==> config.mk <==
export PLATFORM = sky130hd
export DESIGN_NAME = waveform
export DESIGN_NICKNAME = d
export VERILOG_FILES = /design/src/rtl/waveform.sv
export SDC_FILE = /design/constraint.sdc
export NUM_CORES = 1
export LEC_CHECK = 0
export CAP_MARGIN = 20
export CELL_PAD_IN_SITES_DETAIL_PLACEMENT = 1
export CELL_PAD_IN_SITES_GLOBAL_PLACEMENT = 1
export CORE_ASPECT_RATIO = 0.8
export CORE_UTILIZATION = 40
export CTS_BUF_LIST = sky130_fd_sc_hd__clkbuf_2 sky130_fd_sc_hd__clkbuf_4 sky130_fd_sc_hd__clkbuf_8
export DETAILED_ROUTE_END_ITERATION = 6
export PLACE_DENSITY_LB_ADDON = 0.3
export SLEW_MARGIN = 40
export SYNTH_ARGS = -nofsm -noshare
export SYNTH_HDL_FRONTEND = slang
export SYNTH_SLANG_ARGS = --single-unit
export TNS_END_PERCENT = 5
==> constraint.sdc <==
create_clock -name clk -period 2.5 [get_ports clk]
set_clock_uncertainty 0.15 [all_clocks]
set_input_delay 0.5 -clock clk [delete_from_list [all_inputs] [get_ports clk]]
set_output_delay 0.5 -clock clk [all_outputs]
set_load 0.01 [all_outputs]
==> src/rtl/waveform.sv <==
`default_nettype none
// ============================================================================
//  Module   : waveform
//  Brief    : Frame timing generator for one AMOLED pixel row. A free-running
//             frame counter is decoded into five active-low gate lines:
//             emission off -> init -> Vth compensate -> data scan -> emission.
//  Revision : 1.0  initial release
// ============================================================================
module waveform #(
  parameter int T_GUARD  = 100,
  parameter int T_INIT   = 1000,
  parameter int T_COMP   = 2000,
  parameter int T_SCAN   = 500,
  parameter int T_EM_DLY = 100,
  parameter int FRAME    = 60000
) (
  input  logic clk,
  input  logic reset,
  output logic vinit,
  output logic vcomp,
  output logic vscan,
  output logic vem1,
  output logic vem2
);

  localparam int CW = (FRAME > 1) ? $clog2(FRAME) : 1;

  // Phase boundaries: each phase starts where the previous one ends.
  // Windows are half-open [start, end).
  localparam int c_INIT_S_I = T_GUARD;
  localparam int c_INIT_E_I = c_INIT_S_I + T_INIT;
  localparam int c_COMP_S_I = c_INIT_E_I + T_GUARD;
  localparam int c_COMP_E_I = c_COMP_S_I + T_COMP;
  localparam int c_SCAN_S_I = c_COMP_E_I + T_GUARD;
  localparam int c_SCAN_E_I = c_SCAN_S_I + T_SCAN;
  localparam int c_EM2_S_I  = c_SCAN_E_I + T_GUARD;
  localparam int c_EM1_S_I  = c_EM2_S_I + T_EM_DLY;

  localparam logic [CW-1:0] c_INIT_S = CW'(c_INIT_S_I);
  localparam logic [CW-1:0] c_INIT_E = CW'(c_INIT_E_I);
  localparam logic [CW-1:0] c_COMP_S = CW'(c_COMP_S_I);
  localparam logic [CW-1:0] c_COMP_E = CW'(c_COMP_E_I);
  localparam logic [CW-1:0] c_SCAN_S = CW'(c_SCAN_S_I);
  localparam logic [CW-1:0] c_SCAN_E = CW'(c_SCAN_E_I);
  localparam logic [CW-1:0] c_EM2_S  = CW'(c_EM2_S_I);
  localparam logic [CW-1:0] c_EM1_S  = CW'(c_EM1_S_I);
  localparam logic [CW-1:0] c_LAST   = CW'(FRAME - 1);
  localparam logic [CW-1:0] c_ONE    = CW'(1);

  logic [CW-1:0] r_cnt;
  logic [CW-1:0] w_cnt_next;
  logic          w_init_on;
  logic          w_comp_on;
  logic          w_scan_on;
  logic          w_em1_on;
  logic          w_em2_on;
  logic          r_vinit;
  logic          r_vcomp;
  logic          r_vscan;
  logic          r_vem1;
  logic          r_vem2;

  // Next counter value and the phase it falls in. Decoding the next value
  // lets the registered outputs line up with cnt without a cycle of lag.
  always_comb begin
    w_cnt_next = (r_cnt == c_LAST) ? '0 : (r_cnt + c_ONE);
    w_init_on  = (w_cnt_next >= c_INIT_S) && (w_cnt_next < c_INIT_E);
    w_comp_on  = (w_cnt_next >= c_COMP_S) && (w_cnt_next < c_COMP_E);
    w_scan_on  = (w_cnt_next >= c_SCAN_S) && (w_cnt_next < c_SCAN_E);
    w_em2_on   = (w_cnt_next >= c_EM2_S);
    w_em1_on   = (w_cnt_next >= c_EM1_S);
  end

  // Frame counter and gate-line registers; reset forces every line inactive
  // immediately and restarts the frame from zero.
  always_ff @(posedge clk or negedge reset) begin
    if (!reset) begin
      r_cnt   <= '0;
      r_vinit <= 1'b1;
      r_vcomp <= 1'b1;
      r_vscan <= 1'b1;
      r_vem1  <= 1'b1;
      r_vem2  <= 1'b1;
    end else begin
      r_cnt   <= w_cnt_next;
      r_vinit <= ~w_init_on;
      r_vcomp <= ~w_comp_on;
      r_vscan <= ~w_scan_on;
      r_vem1  <= ~w_em1_on;
      r_vem2  <= ~w_em2_on;
    end
  end

  assign vinit = r_vinit;
  assign vcomp = r_vcomp;
  assign vscan = r_vscan;
  assign vem1  = r_vem1;
  assign vem2  = r_vem2;

endmodule
`default_nettype wire

==> After elaboration in Yosys (flattened, before gate mapping) <==
Cells that the tools add are included.
{ "totals": {"regBits": 21, "latch_bits": 0, "mem_bits_rw": 0, "romBits": 0, "input_bits": 2, "wordCells": 25, "mem_count": 0} }
{ "classes": {"n_addsub": 1, "mul": 0, "n_div": 0, "order_cmp": 8, "n_eq_ne": 1, "n_shift": 0, "n_mux": 1, "bitwise_logic": 5, "n_reduce_logical": 3} }
{ "ops": {"columns": ["operator", "count"], "rows": [
  ["greater-or-equal comparator 16 x 12 -> 1 bit, second input constant", 3],
  ["less-than comparator 16 x 12 -> 1 bit, second input constant", 2],
  ["adder 16 x 1 -> 16 bit, second input constant", 1],
  ["== test 16 bit, second input constant", 1],
  ["greater-or-equal comparator 16 x 11 -> 1 bit, second input constant", 1],
  ["greater-or-equal comparator 16 x 7 -> 1 bit, second input constant", 1],
  ["less-than comparator 16 x 11 -> 1 bit, second input constant", 1],
  ["2-to-1 mux 16 bit", 1],
  ["NOT 1 bit", 5],
  ["logical AND 1 bit", 3]
]} }

==> Depth between registers and ports, before layout <==
{ "depth": {"word_depth": 5, "mapped_depth": 9} }

==> Least setup slack after synthesis <==
Ideal clock, no wire load.
{ "synth_timing": {"kind": "flip-flop to flip-flop", "start": "reg r_cnt[0]", "end": "reg r_vcomp (netlist: vcomp)", "setup_time_ns": 0.084, "arrival_time_ns": 1.956, "required_ns": 2.266, "path_slack_ns": 0.310, "stages_incl_launch_ff": 9, "period_less_slack_ns": 2.190, "cell_sequence": "dfrtp_1 > ha_1 > buf_2 > nand3_4 > or3_1 > o211a_2 > a21bo_1 > a2111o_1 > o2111ai_1"} }
{ "synth_between": {"elab_chain_cells": 5, "elab_cells_between_ends": 7, "classes_between": "add/sub (1); order compare (2); eq/ne (1); mux (1); bitwise (1); reduce/logical (1)"} }
{ "synth_lines": {"columns": ["item", "line_no", "source"], "rows": [
  ["start: declaration", "50", "logic [CW-1:0] r_cnt;"],
  ["start signal: assignment", "85", "r_cnt <= w_cnt_next;"],
  ["adder 16 x 1 -> 16 bit or == test 16 bit (tied branches)", "66", "w_cnt_next = (r_cnt == c_LAST) ? '0 : (r_cnt + c_ONE);"],
  ["2-to-1 mux 16 bit (*)", "66", null],
  ["greater-or-equal comparator 16 x 11 -> 1 bit or less-than comparator 16 x 12 -> 1 bit (tied branches)", "68", "w_comp_on = (w_cnt_next >= c_COMP_S) && (w_cnt_next < c_COMP_E);"],
  ["logical AND 1 bit (*)", "68", null],
  ["NOT 1 bit (*)", "87", "r_vcomp <= ~w_comp_on;"],
  ["end signal: assignment", "87", null],
  ["end: declaration", "58", "logic r_vcomp;"]
]} }
Mark *: on every way between the ends. The rest lies on a longest branch, timed or not.

==> Final worst setup path <==
{ "layout_timing": {"start": "reg r_cnt[2]", "end": "reg r_vem1 (netlist: vem1)"} }
{ "layout_between": {"elab_chain_cells": 4, "elab_cells_between_ends": 5, "classes_between": "add/sub (1); order compare (1); eq/ne (1); mux (1); bitwise (1)"} }
{ "layout_lines": {"columns": ["item", "line_no", "source"], "rows": [
  ["adder 16 x 1 -> 16 bit or == test 16 bit (tied branches)", "66", null],
  ["2-to-1 mux 16 bit (*)", "66", null],
  ["named net w_cnt_next[11]", "51", "logic [CW-1:0] w_cnt_next;"],
  ["greater-or-equal comparator 16 x 12 -> 1 bit (*)", "71", "w_em1_on = (w_cnt_next >= c_EM1_S);"],
  ["NOT 1 bit (*)", "89", "r_vem1 <= ~w_em1_on;"],
  ["end signal: assignment", "89", null],
  ["end: declaration", "60", "logic r_vem1;"]
]} }
The timed path passes the listed nets; every way through them passes the cells marked *.

==> impl_results.md <==
* Reg2Reg Depth at 6
* # rows at 18
* Drt total wl at roughly 3.3 mm
* Gr usage total at 0.2102
* Worst Path Max Fanout at 11
* Cell class contributing the biggest share of worst-path delay: simple AND/OR/NAND/NOR gates
* Syn_area_per_cell at ~10 µm²
* CP peak stage delay at 630 ps
* Core area at about 3200 µm²
* Share of layout cells above drive strength 1 at 0.2568
* Final hold violations at 0
* CP Capture Type: flop
* Max cap viols at 0
* Half-perimeter wire length after detailed placement at between 2 and 2.5 mm
* CP Cell Sequence: nand4_4 -> or4_4 -> a21oi_4 -> and2_4 -> and3_4 -> a21boi_2
* Synth Area in Simple Gates at 0.3038
* Unrepaired setup endpoints after global routing: no
* Max Root-Sink Buffers at 2
* Die X-Extent at a little under 70 µm
* Synth area leaders: dfrtp_1, dfstp_2, xnor2_1
* Synth Area in Compound Gates at 0.1821
* Internal power at around 0.45 mW
* IO buf count at 6
* Max-slew violation count at 0
* Finished Layout Cells at approximately 190
* Cell variety after synth at 50
* Critical path required time at ~2600 ps
* Clock latency on the worst-skew pair at around 270 ps
* CTS HTree Levels at 1
* Post-cts sizing count at 0
* Top Ports at 7
* Logic gate share of total power at 0.016
* Normalized max-slew margin at 0.6502
* Nets at 152
* Combinational family with the most area after synthesis: simple AND/OR/NAND/NOR gates
* Initial antenna violation count at 0
* Critical path class: flop to flop
* Post-synthesis sequential area ratio at 0.3888
* Placed cells at between 150 and 200
* TritonCTS buffer count at 3
* Total gr overflow at 0
* NetSw at around 0.12 mW
* Synth warn at 0
* WHS at 418.7 ps
* Most used DFF post-synth: dfrtp_1
* Count leader, synth: dfrtp_1
* Count of state elements after synthesis at 21
* Crit path buffers/inverters at 0
* Final antenna-violating net count at 0
* Final worst-path cycle share at 0.9236
* Mapped cell area at approximately 1400 µm²
* Sequential Power Share at 0.590
* Static leakage at 0.6869 nW
* Pin count of the biggest net entering global routing at 22
* Drt via density at 5.707
* Post-synthesis mux area share at 0
* Die Y at roughly 54 µm
* Remaining DRCs at 0
* Top post-synthesis cells by count: dfrtp_1, nand2_1, nor2_1
* Minimum clock period after layout at around 2300 ps
* Clock Power Share at 0.394
* Routed len/inst at about 17 µm
* Drt pass-1 iters at 4
* Initial Util at 0.4307
* Sw Ratio at 0.2119
* Gate Count Post-Synth at ~130
* Number of nets produced by synthesis at 136
* Setup TNS at 0 ps
* DRT iter0 DRCs at 18
* Levels on crit path at 6
* Hold-fix buffers, CTS at 0
* Number of synthesized flops with an enable pin at 0
* Num Clock Sinks at 21
* Worst reg2reg setup slack at ~190 ps
* Asr flop ratio synth at 1.000
* Cell taking the most area after synthesis: dfrtp_1
* Critical path's slowest cell: dfrtp_1
* Synth top area share at 0.2928
* Die Area at 3658 µm²
* Post-synthesis adder-cell area fraction at 0.009149
* Vias after detailed routing at roughly 1100
* Hold crit path type: flop to flop
* Worst Tran Pin Value at 520.7 ps
* Post CTS Setup Buffer Count at 0
* Count of final setup violators at 0
* Worst-path clk slew at around 80 ps
* Ant diodes at 0
* First-pass GRT wire length at ~5.4 mm
* TritonCTS clock tree: built
* VDD IR max at about 0.3 mV
* CP arrival at between 2000 and 2500 ps
* Run status: finished, final reports clean
* Clock Root Buffer: clkbuf_8
* Synth-to-layout area growth at 14.36%
* Fin util at 0.4925
* Synth Area in XOR/XNOR at 0.07685
* Vias in the first global route at ~1100
* Fmax at around 430 MHz
* Hold Path Stages at 2
* Gpl congestion at between 0.8 and 0.9
* Startpoint Class: flop
* Pwr dens at ~370 nW/µm²
==> cells by family (layout without fill, tap and decap cells) <==
family,count (synthesis),count (layout)
flip-flops,21,21
AO/OA/AOI/OAI,30,30
AND/OR/NAND/NOR,58,58
buffers and inverters,11,26
adder cells (fa/ha/maj),1,1
XOR/XNOR,12,12
==> path summary, 6_finish.rpt <==
kind	from	end
min in group asynchronous	reset	r_cnt[3]
setup reg to reg	r_cnt[2]	vem1
hold / removal	r_cnt[12]	r_cnt[12]
max in group asynchronous	reset	vscan
setup / recovery	r_cnt[2]	vem1
hold reg to reg	r_cnt[12]	r_cnt[12]
==> power groups by stage <==
stage,combinational (mW),clock [mW],sequential [mW]
floorplan,0.000000350,0,0.346
global route,0.0106,0.247,0.340
finish,0.00913,0.227,0.340
global placement,0.00950,0,0.346
detailed placement,0.00971,0,0.346
CTS,0.00965,0.236,0.340
==> metrics by stage <==
stage                     area [µm²]  power (mW)  worst slack, ps
after floorplan                 1368      0.3463            310.0
after global placement          1518      0.3557            219.4
after detailed placement        1518      0.3559            204.4
after CTS                       1564      0.5853            174.3
after global routing            1564      0.5978            40.04
final                           1564      0.5755            191.0
==> flip-flops by register name (all words and copies together) (netlist names) <==
signal / flops
r_cnt: 16
vcomp: 1
vem1: 1
vem2: 1
vinit: 1
vscan: 1
==> area by class of cell <==
type                       instances  area (µm²)
sequential                        21       531.8
fill                             358        1612
clock inverter                     1       5.005
inverter                           7       26.28
timing repair buffer              15       127.6
multi-input combinational        101       782.0
clock buffer                       3       41.29
tap                               40       50.05
==> tightest hold or removal path, cell delays in order (launching register included) <==
cell,delay [ps]
dfrtp_1,390
xor2_1,100
inv_1,50
==> cell usage in the layout, fill, tap and decap left out, types with 3 or more instances in the layout <==
cell             count
dfrtp_1             16
nand2_1             12
nor2_1               9
buf_4                9
inv_1                7
nand3_1              7
xnor2_1              6
xor2_1               6
clkdlybuf4s50_1      6
or3_1                5
dfstp_2              5
nor3_1               4
a21oi_1              4
nand4_1              3
o21ai_0              3
clkbuf_8             3
==> metal layers <==
| layer | track usage | wire, µm | vias up |
|---|---|---|---|
| li1 | - | - | 518 |
| met1 | 0.2947 | 1662 | 542 |
| met2 | 0.3300 | 1503 | 8 |
| met3 | 0.05000 | 65 | 5 |
| met4 | 0.04255 | 29 | 0 |
| met5 | 0 | 0 | - |
(Power assumes the default switching activity.)
